**config.mk**
```make
export PLATFORM = sky130hd
export DESIGN_NAME = uart_debug_loader
export DESIGN_NICKNAME = d
export VERILOG_FILES = /design/src/rtl/uart_debug_loader.sv
export SDC_FILE = /design/constraint.sdc
export NUM_CORES = 1
export LEC_CHECK = 0
export ABC_AREA = 1
export CORE_MARGIN = 3
export CORE_UTILIZATION = 45
export CTS_BUF_LIST = sky130_fd_sc_hd__clkbuf_4
export DETAILED_ROUTE_END_ITERATION = 8
export PLACE_DENSITY = 0.72
export SKIP_LAST_GASP = 1
export SYNTH_ARGS = -nofsm -noshare
export SYNTH_HDL_FRONTEND = slang
export SYNTH_SLANG_ARGS = --single-unit
```
**constraint.sdc**
```tcl
create_clock -name i_clk -period 6.3 [get_ports i_clk]
set_input_delay 1.575 -clock i_clk [delete_from_list [all_inputs] [get_ports i_clk]]
set_output_delay 1.575 -clock i_clk [all_outputs]
set_load 0.02 [all_outputs]
```
**src/rtl/uart_debug_loader.sv**
```systemverilog
// uart_debug_loader: UART command front end for a pipelined CPU debug unit.
// Commands: 'L' load program words, 'S' single step, 'R' run, 'P' pause,
// 'D' dump one debug word back over the transmitter.
// Handshake: i_rx_done / i_tx_done are one-cycle pulses; i_rx_data is valid only
// while i_rx_done is high. o_tx_start is a one-cycle request, and the next byte is
// not issued until i_tx_done returns in DUMP_WAIT.
// Optional feature: define DEBUG_LOADER_CHECKSUM_EN to enable the trailing XOR
// checksum byte after a load (adds the CKSUM state and a live o_cksum_err).
module uart_debug_loader #(
  parameter int                 NB_WORD   = 32,
  parameter int                 NB_ADDR   = 32,
  parameter int                 ADDR_STEP = 4,
  parameter logic [NB_WORD-1:0] HALT_WORD = NB_WORD'(32'hFFFFFFFF)
) (
  input  logic               i_clk,
  input  logic               i_reset,
  input  logic [7:0]         i_rx_data,
  input  logic               i_rx_done,
  input  logic               i_tx_done,
  input  logic [NB_WORD-1:0] i_dump_word,
  output logic               o_wr_en,
  output logic [NB_ADDR-1:0] o_wr_addr,
  output logic [NB_WORD-1:0] o_wr_data,
  output logic               o_step,
  output logic               o_run,
  output logic [7:0]         o_tx_data,
  output logic               o_tx_start,
  output logic               o_busy,
  output logic               o_cksum_err
);

  localparam int NB_BYTES = NB_WORD / 8;
  localparam int CNT_W    = $clog2(NB_BYTES + 1);

  localparam logic [7:0] CMD_LOAD  = 8'h4C;
  localparam logic [7:0] CMD_STEP  = 8'h53;
  localparam logic [7:0] CMD_RUN   = 8'h52;
  localparam logic [7:0] CMD_PAUSE = 8'h50;
  localparam logic [7:0] CMD_DUMP  = 8'h44;

  typedef enum logic [2:0] {
    ST_IDLE,
    ST_LOAD,
    ST_DUMP,
    ST_DUMP_WAIT
`ifdef DEBUG_LOADER_CHECKSUM_EN
    , ST_CKSUM
`endif
  } state_t;

  state_t               state_q, state_d;
  logic                 wr_en_q, wr_en_d;
  logic [NB_ADDR-1:0]   wr_addr_q, wr_addr_d;
  logic [NB_WORD-1:0]   wr_data_q, wr_data_d;
  logic                 step_q, step_d;
  logic                 run_q, run_d;
  logic [7:0]           tx_data_q, tx_data_d;
  logic                 tx_start_q, tx_start_d;
  logic [CNT_W-1:0]     byte_cnt_q, byte_cnt_d;
  // Shared shift register: assembles bytes while loading, drains bytes while dumping.
  logic [NB_WORD-1:0]   shift_q, shift_d;
`ifdef DEBUG_LOADER_CHECKSUM_EN
  logic [7:0]           cksum_q, cksum_d;
  logic                 cksum_err_q, cksum_err_d;
`endif

  // Incoming byte appended below the bytes already held (MSB-first assembly).
  logic [NB_WORD+7:0]   word_ext;
  logic [NB_WORD-1:0]   assembled;
  assign word_ext  = {shift_q, i_rx_data};
  assign assembled = word_ext[NB_WORD-1:0];

  // Next-state and next-output computation for the command FSM.
  always_comb begin
    state_d    = state_q;
    wr_en_d    = 1'b0;
    step_d     = 1'b0;
    tx_start_d = 1'b0;
    // The address advances in the cycle after each write strobe.
    wr_addr_d  = wr_en_q ? (wr_addr_q + NB_ADDR'(ADDR_STEP)) : wr_addr_q;
    wr_data_d  = wr_data_q;
    run_d      = run_q;
    tx_data_d  = tx_data_q;
    byte_cnt_d = byte_cnt_q;
    shift_d    = shift_q;
`ifdef DEBUG_LOADER_CHECKSUM_EN
    cksum_d     = cksum_q;
    cksum_err_d = cksum_err_q;
`endif
    case (state_q)
      ST_IDLE: begin
        if (i_rx_done) begin
          case (i_rx_data)
            CMD_LOAD: begin
              // Loading a program while the pipeline free-runs is refused.
              if (!run_q) begin
                state_d    = ST_LOAD;
                wr_addr_d  = '0;
                byte_cnt_d = '0;
                shift_d    = '0;
`ifdef DEBUG_LOADER_CHECKSUM_EN
                cksum_d     = '0;
                cksum_err_d = 1'b0;
`endif
              end
            end
            CMD_STEP: begin
              if (!run_q) step_d = 1'b1;
            end
            CMD_RUN:   run_d = 1'b1;
            CMD_PAUSE: run_d = 1'b0;
            CMD_DUMP: begin
              shift_d    = i_dump_word;
              byte_cnt_d = '0;
              state_d    = ST_DUMP;
            end
            default: ;
          endcase
        end
      end
      ST_LOAD: begin
        if (i_rx_done) begin
          shift_d = assembled;
`ifdef DEBUG_LOADER_CHECKSUM_EN
          cksum_d = cksum_q ^ i_rx_data;
`endif
          if (byte_cnt_q == CNT_W'(NB_BYTES - 1)) begin
            wr_en_d    = 1'b1;
            wr_data_d  = assembled;
            byte_cnt_d = '0;
            // The halt word is itself written before loading stops.
            if (assembled == HALT_WORD) begin
`ifdef DEBUG_LOADER_CHECKSUM_EN
              state_d = ST_CKSUM;
`else
              state_d = ST_IDLE;
`endif
            end
          end else begin
            byte_cnt_d = byte_cnt_q + CNT_W'(1);
          end
        end
      end
      ST_DUMP: begin
        tx_start_d = 1'b1;
        tx_data_d  = shift_q[NB_WORD-1 -: 8];
        shift_d    = shift_q << 8;
        byte_cnt_d = byte_cnt_q + CNT_W'(1);
        state_d    = ST_DUMP_WAIT;
      end
      ST_DUMP_WAIT: begin
        if (i_tx_done) begin
          state_d = (byte_cnt_q == CNT_W'(NB_BYTES)) ? ST_IDLE : ST_DUMP;
        end
      end
`ifdef DEBUG_LOADER_CHECKSUM_EN
      ST_CKSUM: begin
        if (i_rx_done) begin
          if (i_rx_data != cksum_q) cksum_err_d = 1'b1;
          state_d = ST_IDLE;
        end
      end
`endif
      default: state_d = ST_IDLE;
    endcase
  end

  // State and registered outputs; reset clears everything asynchronously.
  always_ff @(posedge i_clk or posedge i_reset) begin
    if (i_reset) begin
      state_q    <= ST_IDLE;
      wr_en_q    <= 1'b0;
      wr_addr_q  <= '0;
      wr_data_q  <= '0;
      step_q     <= 1'b0;
      run_q      <= 1'b0;
      tx_data_q  <= '0;
      tx_start_q <= 1'b0;
      byte_cnt_q <= '0;
      shift_q    <= '0;
`ifdef DEBUG_LOADER_CHECKSUM_EN
      cksum_q     <= '0;
      cksum_err_q <= 1'b0;
`endif
    end else begin
      state_q    <= state_d;
      wr_en_q    <= wr_en_d;
      wr_addr_q  <= wr_addr_d;
      wr_data_q  <= wr_data_d;
      step_q     <= step_d;
      run_q      <= run_d;
      tx_data_q  <= tx_data_d;
      tx_start_q <= tx_start_d;
      byte_cnt_q <= byte_cnt_d;
      shift_q    <= shift_d;
`ifdef DEBUG_LOADER_CHECKSUM_EN
      cksum_q     <= cksum_d;
      cksum_err_q <= cksum_err_d;
`endif
    end
  end

  assign o_wr_en    = wr_en_q;
  assign o_wr_addr  = wr_addr_q;
  assign o_wr_data  = wr_data_q;
  assign o_step     = step_q;
  assign o_run      = run_q;
  assign o_tx_data  = tx_data_q;
  assign o_tx_start = tx_start_q;
  assign o_busy     = (state_q != ST_IDLE);
`ifdef DEBUG_LOADER_CHECKSUM_EN
  assign o_cksum_err = cksum_err_q;
`else
  assign o_cksum_err = 1'b0;
`endif

endmodule

```
Yosys cells after proc, flatten, opt, wreduce, memory -nomap -nowiden
Index checks and enable logic that the tools add are counted.
- $add $sub $neg: 2
- eq/ne operators: 18
- multiplexer cells: 34
- reductions and logical operators: 8
- operators by type and width (operator ; number):
    $mux 32 ; 8
    $pmux 32 s3 ; 1
    $pmux 32 s2 ; 1
    $eq 8x7->1 const B ; 5
    $add 32x3->32 const B ; 1
    $eq 32x32->1 const B ; 1
    $mux 3 ; 10
    $pmux 3 s2 ; 2
    $pmux 3 s4 ; 1
    $ne 2x2->1 const B ; 5
    $eq 3x2->1 const B ; 3
    $pmux 3 s3 ; 1
    $mux 1 ; 8
    $reduce_and 7->1 ; 1
    $reduce_and 3->1 ; 2
    $reduce_bool 3->1 ; 2
    $reduce_and 5->1 ; 1
    $add 3x1->3 const B ; 1
    $eq 3x1->1 const B ; 1
    $eq 3x3->1 const B ; 1
    $logic_not 3->1 ; 1
    $ne 3x1->1 const B ; 1
    $ne 3x3->1 const B ; 1
    $mux 2 ; 1
    other kinds (2) ; 2
- register bits: 114
- input port bits: 44
- logic and storage cells: 72

Longest topological paths before layout
- depth after elaboration: 6
- mapped depth: 10
- gate-level depth less buffers: 10

Worst setup path before layout
Ideal clock, no wire load.
- kind: input -> register
- start: in i_rx_data[5]
- end: reg wr_addr_q[3], in the netlist o_wr_addr[3]
- arrival time: 2.475 ns
- required time: 6.180 ns
- setup slack: 3.705 ns
- cell stages on the path: 9
- path buffers: 1
- cell sequence: inv_1 nand2_1 nor2_2 nand2_1 nor2_1 inv_2 buf_2 o211ai_1 inv_1
- longest elaborated chain between the ends: 4
- RTL lines (item ; RTL line ; source):
    from (decl) ; 17 ; input logic [7:0] i_rx_data,
    $eq 8x7->1 ; 93 ; case (i_rx_data)
    $mux 32 ; 93 ;
    $mux 32 ; 92 ; if (i_rx_done) begin
    $mux 32 ; 90 ; case (state_q)
    net wr_addr_d[3] ; 53 ; logic [NB_ADDR-1:0] wr_addr_q, wr_addr_d;
    to (signal assigned) ; 188 ; wr_addr_q <= wr_addr_d;
    to (decl) ; 53 ;
The timed path passes the listed nets, and every way through them passes these cells.
A chain may end at the register's enable or synchronous reset.

Worst setup path in the final report
- start: in i_rx_data[0]
- end: reg shift_q[12]
- longest elaborated chain between the ends: 4
- elaborated cells on any way between the ends: 8
- those cells by class: eq/ne (4); mux (3); reduce/logical (1)
- RTL lines (item ; RTL line ; source):
    $eq 8x7->1 ; 93 ;
    $pmux 32 s2 ; 93 ;
    $mux 32 ; 92 ;
    $pmux 32 s3 ; 90 ;
    to (signal assigned) ; 195 ; shift_q <= shift_d;
    to (decl) ; 61 ; logic [NB_WORD-1:0] shift_q, shift_d;
Several ways; a longest one is shown, not always the timed one. The select of a mux whose other input is x is not followed.

==> qor.txt <==
Most common cell after layout, fill and taps aside: nand2_1
Core Box Area: 0.0117 mm²
Post-synthesis sequential area ratio: 50.2%
GR peak layer: met2
Root buffer cell: clkbuf_4
Max Fclk: 0.277 GHz
Clock Skew: 0.0240 ns
Skew-Pair Late Insertion Delay: 0.49 ns
Vias in the first global route: 4,866
GRT Residual Overflow: 0
Final Cycle Share: 57.3%
Final setup viols: 0
Height of the die: 117 µm
Yosys reg bits: 111
Crit path DAT: 4.03 ns
GRT Overall Usage: 21.7%
WP data required: 6.72 ns
Status: complete, no violations
CP delay by family, top: simple AND/OR/NAND/NOR gates
DRC Markers: 0
CP max-delay cell: nor2_4
Largest net degree at the start of global routing: 78
Worst VDD drop: 0.296 mV
Post-route insts no fill: 988
Unrepaired setup endpoints after global routing: no
DR pass1 iterations: 5
CP Cell Sequence: clkdlybuf4s50_1, inv_1, nand2_1, nor2_1, nand3b_1, nand3_2, nor2_4, nand2_1, o21ai_1
Fin Hold WS: 0.491 ns
CP max stage delay: 1.01 ns
Area grow syn2layout: 25.2%
Die area: 0.0137 mm²
Width of the die: 117 µm
Hpwl dp: 10,500 µm
Met2 usage in global routing: 35.0%
First-pass GRT wire length: 23,400 µm
Post-CTS setup buffer count: 0
PostCTS Resize Cnt: 0
CP Max Fanout: 62
Commonest non-fill, non-tap cells in the layout: nand2_1 (280), clkdlybuf4s50_1 (118), dfrtp_1 (111)
# clock sinks: 111
Worst-case clock buffer depth: 2
Startpoint types: primary input
# IOs: 122
Pwr dens: 323 mW/mm²
Yosys warnings: 0
Starting utilization of the core area: 47.2%
Routed vias/inst: 5.02
DR WL/cell: 14.5 µm
Worst min path class: reg2reg
Reg clk slew, reported paths: 0.16 ns
Synthesized area: 0.00553 mm²
CTS tree: done
Fin crit period: 3.61 ns
Worst-margin pin slew: 1.29 ns
Antenna cells: 0
Synth Instances: 731
Placed inst area: 0.00678 mm²
Slew HR: 14.0%
Initial antenna violation count: 0
Quantity of I/O buffers inserted on ports: 118
Most used cell, CP: nand2_1
WL final: 14,300 µm
Setup TNS: 0 ns
Yosys cell types: 33
DR vias: 4,960
Lkg Pwr: 3.23 nW
Fin nets: 893
Max Cap Viol: 0
CTS buffer count: 9
Met3 Usage GRT: 5.55%
M1 GR Usage: 29.3%
CTS Hold Bufs: 0
WP buf/inv: 2
Final hold vios: 0
Syn avg cell area: 7.57 µm²
WS Path Type: in2reg
Gpl congestion: 0.907
H-tree depth: 3
Row Count: 39
Inst Count DP: 972
Worst setup EP type: flop
Initial DRC Count: 358
Routed Antenna Nets: 0
Layout cells sized above 1: 4.02%
Cell area after layout: 0.00692 mm²
Max-slew violation count: 0
==> power by group <==
group | total [mW] | switching (mW) | internal [mW]
clock | 0.362 | 0.241 | 0.121
combinational | 0.870 | 0.509 | 0.361
sequential | 1.01 | 0.130 | 0.876
==> routing by layer <==
layer  vias to the layer above  share of wire, %
met5                         -                 0
met4                         0               1.1
met3                        16               5.3
met2                       130                48
met1                      2326                45
li1                       2488                 -
==> Yosys cell counts (all sizes together) <==
library cell	instances	area (µm²)
nand2	282	1060
dfrtp	111	2780
o21ai	82	410
inv	79	297
nor2	73	309
nand3	22	115
buf	17	103
a21oi	14	70.1
ha	9	113
clkbuf	6	22.5
nand4	6	37.5
nor3	5	30.0
xnor2	5	43.8
xor2	5	43.8
nor4	2	12.5
o21a	2	15.0
o21bai	2	15.0
or2	2	12.5
a31oi	1	6.26
and2	1	6.26
clkinv	1	3.75
conb	1	3.75
nand3b	1	7.51
o211ai	1	7.51
o22ai	1	6.26
==> stage by stage <==
step	setup slack [ns]	utilization (%)	total power, mW
after floorplan	1.79	-	1.49
after global placement	2.27	57.9	1.87
after detailed placement	2.21	57.9	1.89
after CTS	2.67	59.1	2.26
after global routing	2.50	59.1	2.39
final	2.69	59.1	2.24
==> cell families (layout without fill, tap and decap cells) <==
logic type                 count (synthesis)  count (layout)  share of synthesized area (%)
adders and majority gates                  9               9                           2.04
DFF                                      111             111                           50.2
other                                      1               3                         0.0678
xor gates and xnor gates                  10              10                           1.58
AOI/OAI and AO/OA                        103             103                           9.59
and+or+nand+nor                          394             394                           28.8
buffers and inverters                    103             215                           7.69
==> tightest hold or removal path: cells and delay by family, from the launching register on <==
family	cells	cell delay [ns]
simple gates	2	0.09
flops	1	0.38
==> area by class of cell <==
class                   instances  area (µm²)
well taps                     143         179
clock inverters                 7        71.3
flip-flops and latches        111        2780
clock buffers                   9        67.6
fillers                      1069        4790
multi-input cells             519        2340
repair buffers                119        1190
inverters                      80         303
==> final timing paths <==
kind	start	slack, ns	cells past startpoint	endpoint
worst max-delay path	i_rx_data[0]	2.69	9	shift_q[12]$_DFFE_PP0P_
worst max register to register	state_q[0]$_DFFE_PP0P_	3.67	7	shift_q[12]$_DFFE_PP0P_
worst min register to register	o_tx_data[1]$_DFFE_PP0P_	0.49	2	o_tx_data[1]$_DFFE_PP0P_
max in group asynchronous	i_reset	3.63	3	o_wr_data[13]$_DFFE_PP0P_
worst min-delay path	o_tx_data[1]$_DFFE_PP0P_	0.49	2	o_tx_data[1]$_DFFE_PP0P_
min in group asynchronous	i_reset	1.65	2	byte_cnt_q[2]$_DFFE_PP0P_
==> state kept, by name, indices dropped and copies added, names as in the netlist <==
name / cells
o_tx_start: 1
state_q: 2
o_step: 1
o_wr_en: 1
byte_cnt_q: 3
o_wr_data: 32
o_tx_data: 8
o_run: 1
o_wr_addr: 30
shift_q: 32
No activity file was read; power rests on OpenSTA's default activity.
